[config.mk]
export PLATFORM = sky130hd
export DESIGN_NAME = id_ex_stage
export DESIGN_NICKNAME = d
export VERILOG_FILES = /design/src/rtl/id_ex_stage_pkg.sv /design/src/rtl/id_ex_stage_hazard_detect.sv /design/src/rtl/id_ex_stage.sv
export SDC_FILE = /design/constraint.sdc
export NUM_CORES = 1
export LEC_CHECK = 0
export CAP_MARGIN = 20
export CORE_AREA = 2 2 235 237
export DETAILED_ROUTE_END_ITERATION = 10
export DIE_AREA = 0 0 237 239
export DONT_BUFFER_PORTS = 1
export GPL_TIMING_DRIVEN = 0
export PLACE_DENSITY = 0.4
export SLEW_MARGIN = 10
export SYNTH_ARGS = -nofsm -noshare
export SYNTH_HDL_FRONTEND = slang
export SYNTH_SLANG_ARGS = --single-unit
[constraint.sdc]
create_clock -name clk -period 5.58 [get_ports clk]
set_input_delay 0.558 -clock clk [delete_from_list [all_inputs] [get_ports clk]]
set_output_delay 0.558 -clock clk [all_outputs]
set_load 0.005 [all_outputs]
[src/rtl/id_ex_stage_pkg.sv]
// id_ex_stage_pkg: core-wide control bundle, ALUOp encodings and datapath width.
package id_ex_stage_pkg;
  localparam int XLEN = 64;
  typedef enum logic [1:0] {
    ALU_ADD    = 2'b00,
    ALU_BRANCH = 2'b01,
    ALU_RTYPE  = 2'b10,
    ALU_ITYPE  = 2'b11
  } alu_op_e;
  typedef struct packed {
    logic       branch;
    logic       mem_read;
    logic       mem_to_reg;
    logic       mem_write;
    logic       alu_src;
    logic       reg_write;
    logic       jump;
    logic [1:0] alu_op;
  } ctrl_t;
  localparam ctrl_t CTRL_BUBBLE = '0;
endpackage

[src/rtl/id_ex_stage_hazard_detect.sv]
// hazard_detect: flags a load in EX whose destination is read by the ID instruction.
module hazard_detect (
  input  logic       ex_mem_read,
  input  logic [4:0] ex_rd,
  input  logic       ex_valid,
  input  logic [4:0] id_rs1,
  input  logic [4:0] id_rs2,
  input  logic       id_valid,
  output logic       hazard
);
  always_comb hazard = ex_valid & ex_mem_read & (ex_rd != 5'd0) & id_valid &
                       ((ex_rd == id_rs1) | (ex_rd == id_rs2));
endmodule

[src/rtl/id_ex_stage.sv]
// id_ex_stage: ID/EX pipeline register with load-use stall, flush and stall counter.
module id_ex_stage
  import id_ex_stage_pkg::*;
(
  input  logic            clk,
  input  logic            reset,
  input  logic            id_valid,
  input  logic            id_branch,
  input  logic            id_mem_read,
  input  logic            id_mem_to_reg,
  input  logic            id_mem_write,
  input  logic            id_alu_src,
  input  logic            id_reg_write,
  input  logic            id_jump,
  input  logic [1:0]      id_alu_op,
  input  logic [XLEN-1:0] id_pc,
  input  logic [XLEN-1:0] id_rs1_data,
  input  logic [XLEN-1:0] id_rs2_data,
  input  logic [XLEN-1:0] id_imm,
  input  logic [4:0]      id_rs1,
  input  logic [4:0]      id_rs2,
  input  logic [4:0]      id_rd,
  input  logic [3:0]      id_funct4,
  input  logic            flush,
  output logic            ex_valid,
  output logic            ex_branch,
  output logic            ex_mem_read,
  output logic            ex_mem_to_reg,
  output logic            ex_mem_write,
  output logic            ex_alu_src,
  output logic            ex_reg_write,
  output logic            ex_jump,
  output logic [1:0]      ex_alu_op,
  output logic [XLEN-1:0] ex_pc,
  output logic [XLEN-1:0] ex_rs1_data,
  output logic [XLEN-1:0] ex_rs2_data,
  output logic [XLEN-1:0] ex_imm,
  output logic [4:0]      ex_rs1,
  output logic [4:0]      ex_rs2,
  output logic [4:0]      ex_rd,
  output logic [3:0]      ex_funct4,
  output logic            pc_write,
  output logic            if_id_write,
  output logic [31:0]     hazard_count
);
  ctrl_t ctrl_d, ctrl_q;
  logic valid_d, valid_q, hazard, stall, bubble;
  logic [XLEN-1:0] pc_d, pc_q, rs1_data_d, rs1_data_q, rs2_data_d, rs2_data_q, imm_d, imm_q;
  logic [4:0] rs1_d, rs1_q, rs2_d, rs2_q, rd_d, rd_q;
  logic [3:0] funct4_d, funct4_q;
  logic [31:0] hazard_count_d, hazard_count_q;
  hazard_detect u_hazard_detect (
    .ex_mem_read (ctrl_q.mem_read),
    .ex_rd       (rd_q),
    .ex_valid    (valid_q),
    .id_rs1      (id_rs1),
    .id_rs2      (id_rs2),
    .id_valid    (id_valid),
    .hazard      (hazard)
  );
  // Flush wins over the stall: fetch is being redirected, so holding PC would be wrong.
  always_comb begin
    stall = hazard & ~flush;
    bubble = flush | hazard | ~id_valid;
    ctrl_d = bubble ? CTRL_BUBBLE : ctrl_t'{id_branch, id_mem_read, id_mem_to_reg, id_mem_write,
                                            id_alu_src, id_reg_write, id_jump, id_alu_op};
    valid_d = ~bubble;
    rd_d = bubble ? 5'd0 : id_rd;
    pc_d = id_pc;
    rs1_data_d = id_rs1_data;
    rs2_data_d = id_rs2_data;
    imm_d = id_imm;
    rs1_d = id_rs1;
    rs2_d = id_rs2;
    funct4_d = id_funct4;
    hazard_count_d = (stall && hazard_count_q != '1) ? hazard_count_q + 32'd1 : hazard_count_q;
    pc_write = reset | ~stall;
    if_id_write = reset | ~stall;
  end
  always_ff @(posedge clk) begin
    if (reset) begin
      ctrl_q <= CTRL_BUBBLE;
      valid_q <= 1'b0;
      pc_q <= '0;
      rs1_data_q <= '0;
      rs2_data_q <= '0;
      imm_q <= '0;
      rs1_q <= '0;
      rs2_q <= '0;
      rd_q <= '0;
      funct4_q <= '0;
      hazard_count_q <= '0;
    end else begin
      ctrl_q <= ctrl_d;
      valid_q <= valid_d;
      pc_q <= pc_d;
      rs1_data_q <= rs1_data_d;
      rs2_data_q <= rs2_data_d;
      imm_q <= imm_d;
      rs1_q <= rs1_d;
      rs2_q <= rs2_d;
      rd_q <= rd_d;
      funct4_q <= funct4_d;
      hazard_count_q <= hazard_count_d;
    end
  end
  assign ex_valid = valid_q;
  assign {ex_branch, ex_mem_read, ex_mem_to_reg, ex_mem_write, ex_alu_src, ex_reg_write, ex_jump,
          ex_alu_op} = ctrl_q;
  assign ex_pc = pc_q;
  assign ex_rs1_data = rs1_data_q;
  assign ex_rs2_data = rs2_data_q;
  assign ex_imm = imm_q;
  assign ex_rs1 = rs1_q;
  assign ex_rs2 = rs2_q;
  assign ex_rd = rd_q;
  assign ex_funct4 = funct4_q;
  assign hazard_count = hazard_count_q;
endmodule

==> qor.csv, run 1 <==
metric,value,unit
tightestPinTransition,913.9,ps
final_common_cell,dfxtp_1,
area_growth,22.03,%
num_vias,5968,
setup-violations-final,0,
gp_congestion,0.7492,
dpl_worst_slack,2681,ps
grt_max_degree,15,
synthCells,832,
drc,0,
insertion_delay,530,ps
clkTransAtPathRegs,60,ps
clock_skew,10.38,ps
htree_levels,2,
synth_area,9487,um^2
crit_path_end_kind,output port,
fin_crit_sh,52.60,%
io_buffers,0,
track_usage,10.76,%
cp.arrival,2380,ps
ant_nets,0,
drive_above_1_share,9.050,%
outcome,"complete, no violations",
cpMaxStageDelayCell,or3_2,
required,5020,ps
cts_sinks,317,
final_cell_mix,"dfxtp_1, nor2b_1, clkbuf_1",
yosysUniqueCellTypes,42,
drtPass1Iterations,4,
post_cts_buffers,0,
antenna_found_initial,19,
cts_resized,0,
tritoncts,yes,
hold_violations,0,
crit_type,reg2out,
fin_ws,2645,ps
vias_per_cell,3.711,
maxCapViolCount,0,
core-area,54340,um^2
ys_ff_latch,317,
numCtsBuffers,35,
slowest_delay,450,ps
fin_setup_tns,0,ps
synth_nets,1121,
timing.slew.headroom,39.07,%
io_pins,607,
grt_pass1_wl,43990,um
grt_pass1_vias,6224,
drt_iter0_drc,176,
cp-start-kind,flip-flop,
dp_hpwl,25540,um
initial_core_util,17.46,%
cp_max_fo,7,
hold_class,in2reg,
clock_path_buffers,3,
p_per_area,427.7,nW/um^2
synth-edff-count,0,
synth_warnings,0,
nets,1158,
yosysSeqAreaShare,66.90,%
die_y,239,um
detail_route.wl_per_cell,20.27,um
rsz0062_at_grt,no,
grt.overflow.total,0,
fill_cells,5846,
die-area,56640,um^2
rows,86,
routed_wl,32590,um
crit_path_cell_trace,or4_1 > nor2_2 > or3_1 > buf_2 > or3_2 > buf_4,
max-vdd-ir-drop,0.1889,mV
die_w,237,um
leakage,0.004204,uW
cts-root-buf,clkbuf_16,
avgSynthCellArea,11.40,um^2
cts_hold_buf,0,
synth_ff_type,dfxtp_1,
fin_crit,2935,ps
async_flop_share,0,%
slew_violations,0,
fmax,0.3407,GHz
metrics by stage:
step	util, %	total power, uW	hold slack, ps	std cells	cell area (um^2)
floorplan	-	2567	480.4	832	9487
global placement	19.08	2647	523.1	1536	10370
detailed placement	19.08	2646	530.0	1536	10370
CTS	21.26	5052	97.02	1599	11550
global route	21.29	5162	109.3	1605	11570
finish	21.30	4951	144.3	1608	11580
logic make-up (layout without fill, tap and decap cells):
family,count (synthesis),count (layout),synth area share [%]
buffers and inverters,45,108,1.952
other,0,9,0
adders and majority gates,1,1,0.1319
and+or+nand+nor,404,404,26.36
DFF,317,317,66.90
AOI/OAI and AO/OA,45,45,2.717
xor gates and xnor gates,16,16,1.477
muxes,4,4,0.4616
critical path, delay by kind of cell, from the launching register on:
family	cells	cell delay (ps)
DFF	1	440
buffers and inverters	2	330
and+or+nand+nor	4	1060
report_power, final:
group          total, uW  leakage (uW)  internal [uW]  switching (uW)
Sequential          2440       0.00263           2370            68.6
Clock               2360      0.000584           1400             960
Combinational        149      0.000990           62.5            86.1
Total               4950       0.00420           3840            1110
metal layers:
layer  vias up  part of all wire [%]  track usage [%]
met4        10                   3.3            4.699
met5         -                  0.16                0
met3        74                    11            5.346
li1       2768                     -                -
met2       399                    49            17.96
met1      2717                    36            11.47
Yosys cell counts, types with 9 or more instances:
cell type | count | area share (%)
a21oi_1 | 20 | 1.1
and2_1 | 15 | 0.99
clkbuf_1 | 34 | 1.3
dfxtp_1 | 317 | 67
nand2_1 | 17 | 0.67
nand3_1 | 17 | 0.90
nand4_1 | 11 | 0.73
nor2_1 | 15 | 0.59
nor2b_1 | 275 | 18
o21ai_0 | 12 | 0.63
or3_1 | 15 | 0.99
or4_1 | 9 | 0.71
xnor2_1 | 15 | 1.4
cell type report:
| cell class | instances | area [um^2] | share of cell area [%] |
|---|---|---|---|
| Tap cell | 704 | 880.8 | 7.609 |
| Clock buffer | 46 | 988.4 | 8.539 |
| Sequential cell | 317 | 6346 | 54.82 |
| Multi-Input combinational cell | 470 | 2955 | 25.53 |
| Clock inverter | 17 | 196.4 | 1.697 |
| Antenna cell | 9 | 22.52 | 0.1946 |
| Buffer | 42 | 175.2 | 1.513 |
| Inverter | 3 | 11.26 | 0.09728 |
worst paths after layout:
| path | start | end | slack, ps | cells past startpoint |
|---|---|---|---|---|
| max | ex_rd[0] | pc_write | 2640 | 6 |
| min | id_imm[48] | ex_imm[48] | 140 | 1 |
| max reg2reg | hazard_count[1] | hazard_count[26] | 3120 | 7 |
| min reg2reg | hazard_count[22] | hazard_count[22] | 540 | 2 |
(Power assumes the default switching activity.)
==> inputs of run 2 (changes only) <==
==> constraint.sdc (replaced) <==
create_clock -name clk -period 3 [get_ports clk]
set_input_delay 0.3 -clock clk [delete_from_list [all_inputs] [get_ports clk]]
set_output_delay 0.3 -clock clk [all_outputs]
set_load 0.005 [all_outputs]
==> qor.csv, run 2 (same netlist as run 1, synthesis figures left out) <==
metric,value,unit
tightestPinTransition,908.7,ps
die_y,239,um
clock_skew,10.54,ps
slew_violations,0,
crit_type,reg2out,
cp-start-kind,flip-flop,
numCtsBuffers,35,
hold_class,in2reg,
hold_violations,0,
die-area,56640,um^2
grt_pass1_vias,7574,
setup-violations-final,0,
rrSetupSlack,440,ps
drive_above_1_share,6.847,%
grt_pass1_wl,48900,um
grt.overflow.total,0,
fin_crit_sh,90.66,%
cp.arrival,2420,ps
ant_nets,0,
cts-root-buf,clkbuf_16,
multiInputGateArea,2955,um^2
max-vdd-ir-drop,0.3564,mV
rr_startpoint,ex_rd[1],
seq_area,6346,um^2
rows,86,
crit_path_end_kind,output port,
required,2700,ps
fin_ws,280.2,ps
dpl_worst_slack,359.3,ps
cp.buffers_inverters,1,
routed_wl,35280,um
placed_area,10370,um^2
cpMaxStageDelayCell,or3_2,
dp_hpwl,25540,um
tritoncts,yes,
drtPass1Iterations,4,
leakage,0.005417,uW
grt_max_degree,15,
maxCapViolCount,0,
timing.slew.headroom,39.42,%
final_cell_mix,"dfxtp_1, dlygate4sd3_1, nor2b_1",
num_vias,7111,
fin_setup_tns,0,ps
cts_resized,0,
detail_route.wl_per_cell,18.67,um
area_growth,52.26,%
gp_congestion,0.7492,
rsz0062_at_grt,no,
outcome,"complete, no violations",
htree_levels,2,
track_usage,11.63,%
fin_crit,2720,ps
insertion_delay,530,ps
slowest_delay,560,ps
drc,0,
io_pins,607,
cp_max_fo,9,
clkTransAtPathRegs,60,ps
initial_core_util,17.46,%
worst_hold_path.endpoint,ex_rd[4],
vias_per_cell,3.762,
worst_r2r_endpoint,ex_jump,
drt_iter0_drc,234,
io_buffers,0,
p_per_area,660.9,nW/um^2
fill_cells,5524,
hold_slack,107.9,ps
whs_path_depth,2,
core-area,54340,um^2
fin_area,14440,um^2
min_from,reset,
antenna_found_initial,6,
clock_path_buffers,3,
cpLargestDelayFamily,simple AND/OR/NAND/NOR gates,
crit_path_cell_trace,xnor2_1 > nand3_1 > o22a_1 > or3_2 > buf_4,
nets,1446,
cts_sinks,317,
rr_worst_depth,7,
die_w,237,um
final_common_cell,dfxtp_1,
fmax,0.3677,GHz
## run 2: changes by cell type in the layout (fill, tap and decap cells not counted)
cell	previous run	this run
diode_2	9	3
dlygate4sd3_1	0	288
## run 2: timing repair
action                                 4_1_cts  5_1_grt
endpoints found under the hold margin      284        0
hold buffers                               288        0
setup buffers                                0        0
## run 2: final cells by class
type                            count  share of cell area (%)
Antenna cell                        3                 0.05197
Tap cell                          704                   6.098
Inverter                            3                 0.07796
Clock inverter                     17                   1.360
Sequential cell                   317                   43.94
Multi-Input combinational cell    470                   20.46
Clock buffer                       46                   6.843
Buffer                             42                   1.213
Timing Repair Buffer              288                   19.96
## run 2: worst max-delay path by stage
stage                    start               end  slack [ps]  cells after the start
2_1_floorplan  hazard_count[0]  hazard_count[26]        1040                      7
3_3_place_gp             reset      ex_funct4[2]         300                      4
3_5_place_dp             reset      ex_funct4[2]         360                      4
4_1_cts               ex_rd[1]          pc_write         240                      5
5_1_grt               ex_rd[1]          pc_write         150                      5
6_report              ex_rd[1]          pc_write         280                      5
## run 2: power breakdown
group / switching [uW] / leakage [uW] / internal (uW)
Clock: 1800 / 0.000584 / 2610
Sequential: 132 / 0.00263 / 4410
Combinational: 231 / 0.00220 / 361
Total: 2160 / 0.00542 / 7380
## run 2: routing by layer
metal	part of all wire (%)	global-route usage (%)	routed length, um
met5	0.068	0	24
met2	50	19.89	17570
met3	9.2	4.503	3242
met1	37	12.57	13030
met4	4.0	5.696	1417
## run 2: stage by stage
step	instances	utilization (%)	total power, uW
6_report	1890	26.58	9545
2_1_floorplan	832	-	4774
4_1_cts	1887	26.57	9702
5_1_grt	1888	26.57	9932
3_5_place_dp	1536	19.08	4922
3_3_place_gp	1536	19.08	4924
==> inputs of run 3 (changes only) <==
--- a/config.mk
+++ b/config.mk
@@ -5,6 +5,7 @@
 export SDC_FILE = /design/constraint.sdc
 export NUM_CORES = 1
 export LEC_CHECK = 0
+export ABC_CLOCK_PERIOD_IN_PS = 3000
 export CAP_MARGIN = 20
 export CORE_AREA = 2 2 235 237
 export DETAILED_ROUTE_END_ITERATION = 10
==> results of run 3 <==
The final DEF is identical to that of run 2; final timing and power are the same.
